===== src/rtl/rca_pipelined.sv =====
// Pipelined ripple-carry adder/subtractor with a valid/ready handshake.
// WIDTH bits are split into STAGES registered ripple segments.
module rca_pipelined #(
  parameter int WIDTH  = 32,
  parameter int STAGES = 4
) (
  input  logic             clk,
  input  logic             rst,
  input  logic             in_valid,
  output logic             in_ready,
  input  logic [WIDTH-1:0] a,
  input  logic [WIDTH-1:0] b,
  input  logic             cin,
  input  logic             sub,
  output logic             out_valid,
  input  logic             out_ready,
  output logic [WIDTH-1:0] sum,
  output logic             cout,
  output logic             ovf
);

  localparam int NS    = (STAGES < 1) ? 1 : STAGES;
  localparam int CHUNK = WIDTH / NS;

  if (WIDTH < 2 || STAGES < 1 || (WIDTH % NS) != 0) begin : g_param_chk
    $error("rca_pipelined: illegal WIDTH/STAGES combination");
  end

  function automatic logic [CHUNK:0] ripple(
    input logic [CHUNK-1:0] x,
    input logic [CHUNK-1:0] y,
    input logic             ci
  );
    logic             c;
    logic [CHUNK-1:0] s;
    c = ci;
    s = '0;
    for (int i = 0; i < CHUNK; i++) begin
      s[i] = x[i] ^ y[i] ^ c;
      c    = (x[i] & y[i]) | (c & (x[i] ^ y[i]));
    end
    return {c, s};
  endfunction

  logic             en;
  logic [NS-1:0]    v_q, v_d;
  logic [NS-1:0]    c_q, c_d;
  logic [WIDTH-1:0] a_q [NS];
  logic [WIDTH-1:0] a_d [NS];
  logic [WIDTH-1:0] b_q [NS];
  logic [WIDTH-1:0] b_d [NS];
  logic [WIDTH-1:0] s_q [NS];
  logic [WIDTH-1:0] s_d [NS];
  logic             ovf_q, ovf_d;

  logic             src_v, src_c;
  logic [WIDTH-1:0] src_a, src_b, src_s;
  logic [CHUNK:0]   r;

  always_comb begin
    en    = ~v_q[NS-1] | out_ready;
    v_d   = v_q;
    c_d   = c_q;
    a_d   = a_q;
    b_d   = b_q;
    s_d   = s_q;
    ovf_d = ovf_q;
    src_v = 1'b0;
    src_c = 1'b0;
    src_a = '0;
    src_b = '0;
    src_s = '0;
    r     = '0;
    for (int k = 0; k < NS; k++) begin
      if (k == 0) begin
        src_v = in_valid;
        src_a = a;
        src_b = sub ? ~b : b;
        src_s = '0;
        src_c = sub | cin;
      end else begin
        src_v = v_q[k-1];
        src_a = a_q[k-1];
        src_b = b_q[k-1];
        src_s = s_q[k-1];
        src_c = c_q[k-1];
      end
      r = ripple(src_a[k*CHUNK +: CHUNK],
                 src_b[k*CHUNK +: CHUNK], src_c);
      // data registers load only with a live beat
      if (en) begin
        v_d[k] = src_v;
        if (src_v) begin
          a_d[k] = src_a;
          b_d[k] = src_b;
          s_d[k] = src_s;
          s_d[k][k*CHUNK +: CHUNK] = r[CHUNK-1:0];
          c_d[k] = r[CHUNK];
          if (k == NS-1)
            ovf_d = r[CHUNK] ^ s_d[k][WIDTH-1]
                  ^ src_a[WIDTH-1] ^ src_b[WIDTH-1];
        end
      end
    end
  end

  always_ff @(posedge clk) begin
    if (rst) begin
      v_q   <= '0;
      c_q   <= '0;
      ovf_q <= 1'b0;
      for (int k = 0; k < NS; k++) begin
        a_q[k] <= '0;
        b_q[k] <= '0;
        s_q[k] <= '0;
      end
    end else begin
      v_q   <= v_d;
      c_q   <= c_d;
      ovf_q <= ovf_d;
      a_q   <= a_d;
      b_q   <= b_d;
      s_q   <= s_d;
    end
  end

  assign in_ready  = en;
  assign out_valid = v_q[NS-1];
  assign sum       = s_q[NS-1];
  assign cout      = c_q[NS-1];
  assign ovf       = ovf_q;

endmodule


===== config.mk =====
export PLATFORM = sky130hd
export DESIGN_NAME = rca_pipelined
export DESIGN_NICKNAME = d
export VERILOG_FILES = /design/src/rtl/rca_pipelined.sv
export SDC_FILE = /design/constraint.sdc
export NUM_CORES = 1
export LEC_CHECK = 0
export ABC_AREA = 1
export CORE_AREA = 3 3 120 122
export CTS_BUF_LIST = sky130_fd_sc_hd__clkbuf_4 sky130_fd_sc_hd__clkbuf_8 sky130_fd_sc_hd__clkbuf_16
export CTS_CLUSTER_SIZE = 10
export DETAILED_ROUTE_END_ITERATION = 16
export DIE_AREA = 0 0 123 125
export HOLD_SLACK_MARGIN = 0.06
export PLACE_DENSITY = 0.89
export SYNTH_ARGS = -nofsm -noshare
export SYNTH_HDL_FRONTEND = slang
export SYNTH_SLANG_ARGS = --single-unit

===== constraint.sdc =====
create_clock -name clk -period 13.3 [get_ports clk]
set_input_delay 3.99 -clock clk [delete_from_list [all_inputs] [get_ports clk]]
set_output_delay 3.99 -clock clk [all_outputs]
set_load 0.01 [all_outputs]

* Yosys cells after proc, flatten, opt, wreduce, memory -nomap -nowiden
Cells that the tools add are included.
** Storage, ports and cells
- Bits in registers :: 281
- Logic and storage cells :: 188
- Bits of input ports :: 70
- Output and inout port bits :: 36
** Cells by class
- Reduce and logical (&&, ||, !) cells :: 4
- Mux-type cells :: 1
- Bitwise operators :: 167
** Operators with widths (count)
- XOR 1 bit :: 67
- AND 1 bit :: 64
- OR 1 bit :: 34
- 2-to-1 mux 32 bit :: 1
- inverter 32 bit :: 1
- AND reduction 2 bit :: 4
- inverter 1 bit :: 1

* Longest topological paths before layout
- Depth in word-level cells :: 20
- Gate-level depth with buffers :: 14
- Mapped depth without buffers :: 14

* Worst setup path after synthesis
No wires, ideal clock.
- Path kind :: input to output
- From :: in out_ready
- To :: out in_ready
- Data required time :: 9.310 ns
- Arrival time :: 4.179 ns
- Cell stages on the path :: 2
- Buffers on the path :: 0
- Setup slack :: 5.131 ns
- Path through :: inv_1 nand2_4
** Between the ends
- Word-level cells in the longest chain between the ends :: 1
** RTL lines
- start, declared :: line 16 : input logic out_ready,
- OR 1 bit :: line 61 : en = ~v_q[NS-1] | out_ready;
- end, declared :: line 10 : output logic in_ready,
No other way between the ends.

* Final worst setup path
Same ends and word-level chain as after synthesis.

==> Implementation_results.wiki <==
{| class="wikitable"
! Metric !! Value
|-
| Highest attainable clock frequency || 107.9 MHz
|-
| Simple-gate portion of the synthesized area || 0.2333
|-
| Die height || 125 µm
|-
| Mean area per synthesized cell || 7.641 µm²
|-
| Antenna cell count || 0
|-
| DRC errors left || 0
|-
| Iteration-0 DRC count of the detailed router || 470
|-
| Pin count of the biggest net entering global routing || 97
|-
| Hold buffer count at cts || 0
|-
| Slew Viols, Final || 0
|-
| Synth Register Bits || 185
|-
| Port buffer count || 105
|-
| R2r worst-path depth || 14
|-
| Slew headroom || 0.2034
|-
| Post-Route Skew || 0.006718 ns
|-
| Total overflow reported by the global router || 0
|-
| Die Area || 15380 µm²
|-
| Cell leakage power || 4.050 nW
|-
| Clk_lat worst skew || 0.43 ns
|-
| Max cap viols || 0
|-
| Area Growth Syn to Fin || 17.54%
|-
| Kind of end point of the critical path || output port
|-
| Area of the core || 13300 µm²
|-
| Worst-case setup margin in the final layout || 4.034 ns
|-
| Post-Synth XOR/XNOR Area || 0.01656
|-
| Standard-cell row count || 42
|-
| Clock tree from TritonCTS || yes
|-
| I/O pin cnt || 106
|-
| Cell type with the largest total area after synthesis || dfxtp_1
|-
| Net count after synthesis || 1141
|-
| Type of the setup path with the least slack || primary input to output port
|-
| Number of standard cells after synthesis || 1038
|-
| Fraction of final layout cells with drive strength greater than 1 || 0.04055
|-
| Number of distinct library cells after synthesis || 19
|-
| Non-Filler Cell Area, Final || 9323 µm²
|-
| CTS H-Tree Depth || 4
|-
| Proportion of synthesized chip area in sequential cells || 0.4670
|-
| Top post-synthesis cells by area || dfxtp_1 (47%), nor2_1 (17%), o21ai_0 (8.7%), fa_1 (8.3%), nand2_1 (5.8%)
|-
| Data arrival time of the worst path || 5.28 ns
|-
| Transition time at the pin with the least slew margin || 1.192 ns
|-
| Synthesis Warnings || 0
|-
| Fillers || 1031
|-
| Cell Area, Placed || 8687 µm²
|-
| Period minus WS final || 9.266 ns
|-
| Clock Sinks || 185
|-
| Number of global-route vias before repair || 5915
|-
| Clock Root Buffer || clkbuf_16
|-
| Global-route wire length before repair || 26.70 mm
|-
| Clock transition time at the flip-flop clock pins of the worst setup and hold paths || 0.06 ns
|-
| Worst IR Drop VDD || 89.77 µV
|-
| GPL Wtd Cong || 0.7845
|-
| Worst hold path cell count || 2
|-
| Power density normalized to cell area || 138.8 nW/µm²
|-
| Tot GR Track Use || 0.2108
|-
| Ratio of routed vias to standard cells || 4.868
|-
| Result of the run || finished clean
|-
| Post-synthesis adder-cell area fraction || 0.08329
|-
| Maximum buffer depth of the clock tree || 2
|-
| Setup slack after placement || 4.049 ns
|-
| Setup TNS Final || 0 ns
|-
| Share of the clock period used by the worst path after layout || 0.6967
|-
| Critical path data required time || 9.31 ns
|-
| Die width || 123 µm
|-
| Number of nets with antenna violations after routing || 0
|-
| Endpoints failing setup || 0
|-
| # resized after CTS || 0
|-
| Number of buffers added by the clock tree synthesis step || 17
|-
| Detailed Routing Iterations Pass 1 || 5
|-
| Starting Density || 0.5966
|-
| Total number of vias || 6139
|-
| Number of antenna violations at the first check in global routing || 0
|-
| HPWL Detailed || 10.22 mm
|-
| Critical Path Fanout Max || 7
|-
| Total Routed Length || 15.47 mm
|-
| Proportion of synthesized area in mux cells || 0
|-
| Post-synthesis instance area || 7931 µm²
|-
| Dominant combinational cell family by area after synthesis || simple AND/OR/NAND/NOR gates
|-
| Synthesized-area fraction occupied by ao, oa, aoi and oai cells || 0.09765
|-
| Worst hold path class || flip-flop to flip-flop
|-
| Net count, final || 1176
|-
| Startpoint class of the critical path || primary input
|-
| Final core utilization || 0.7012
|-
| Post-synth top area share || 0.4670
|-
| Post-CTS setup repair buffer count || 0
|-
| Hold Vio Cnt, Final || 0
|-
| Unrepaired setup endpoints after global routing || false
|-
| Average wire length per cell after detail routing || 12.27 µm
|}
==> cell usage in the layout, fill, tap and decap left out <==
master / count
o21ai_0: 138
clkdlybuf4s50_1: 105
clkbuf_8: 3
nor2_1: 363
clkbuf_16: 17
a21oi_1: 4
nand2_4: 1
o21ai_1: 11
a21oi_4: 1
dfxtp_1: 185
xor2_1: 7
nand2_1: 122
clkbuf_4: 4
inv_2: 4
inv_1: 65
buf_4: 3
inv_4: 1
bufinv_16: 4
fa_1: 33
nand2_2: 3
xnor2_1: 8
clkinv_2: 2
inv_6: 1
==> cells in the mapped netlist <==
cell      count
xor2_1        7
buf_4        40
buf_6         1
buf_2        30
inv_2         5
fa_1         33
dfxtp_1     185
o21ai_1      11
nand2_1     122
inv_1        65
nand2_2       3
clkbuf_2      6
nand2_4       1
xnor2_1       8
nor2_1      363
a21oi_2       1
o21ai_0     138
clkbuf_1     15
a21oi_1       4
==> worst max-delay path: stages <==
cell and delay, ns:
clkdlybuf4s50_1 0.45, inv_1 0.09, nand2_4 0.13, clkdlybuf4s50_1 0.61
==> worst paths after layout <==
kind / from / endpoint / slack, ns
worst min-delay path: src_s[15]$_SDFFE_PP0P_ / src_s[15]$_SDFFE_PP0P_ / 0.47
worst max-delay path: out_ready / in_ready / 4.03
worst max register to register: c_q[1]$_SDFFE_PP0P_ / src_s[23]$_SDFFE_PP0P_ / 9.41
worst min register to register: src_s[15]$_SDFFE_PP0P_ / src_s[15]$_SDFFE_PP0P_ / 0.47
==> final cells by class <==
type,count,area (µm²),share of cell area
clock buffers,24,496.7,0.05328
clock inverters,7,138.9,0.01490
inverters,70,265.3,0.02845
multi-input cells,691,3425,0.3673
flip-flops and latches,185,3704,0.3973
well taps,176,220.2,0.02362
repair buffers,108,1074,0.1152
==> power breakdown <==
part	switching [W]	leakage, nW	total [W]	internal [W]
clock	0.000199	0.318	0.000536	0.000337
sequential	0.0000208	1.52	0.000611	0.000590
combinational	0.0000811	2.21	0.000148	0.0000667
total	0.000301	4.05	0.00129	0.000993
==> per-layer routing <==
layer  GRT usage  wire, µm  vias up  part of all wire
met1      0.2921      7265     2756              0.47
met4     0.05993       212        0             0.014
li1            -         -     3206                 -
met2      0.3323      7161      159              0.46
met3     0.04878       830       18             0.054
met5           0         0        -                 0
==> state kept, by name, indices dropped and copies added (netlist names) <==
name   count
b_q       40
src_s     24
c_q        4
sum       32
v_q        4
a_q       40
src_b      8
src_a      8
ovf        1
s_q       24
==> per-stage QoR <==
stage	total power [W]	instances	hold WS, ns
after detailed placement	0.0007692	1230	0.4649
after CTS	0.001300	1261	0.4744
after global placement	0.0007618	1230	0.4555
final	0.001294	1261	0.4748
after floorplan	0.0007213	1038	0.4449
after global routing	0.001351	1261	0.5010
==> cells by family (layout without fill, tap and decap cells) <==
family          after synthesis  count (layout)
compound gates              154             154
xor+xnor                     15              15
fa+ha+maj                    33              33
buf+inv                     162             209
flops                       185             185
simple gates                489             489
No activity file was read; power rests on OpenSTA's default activity.
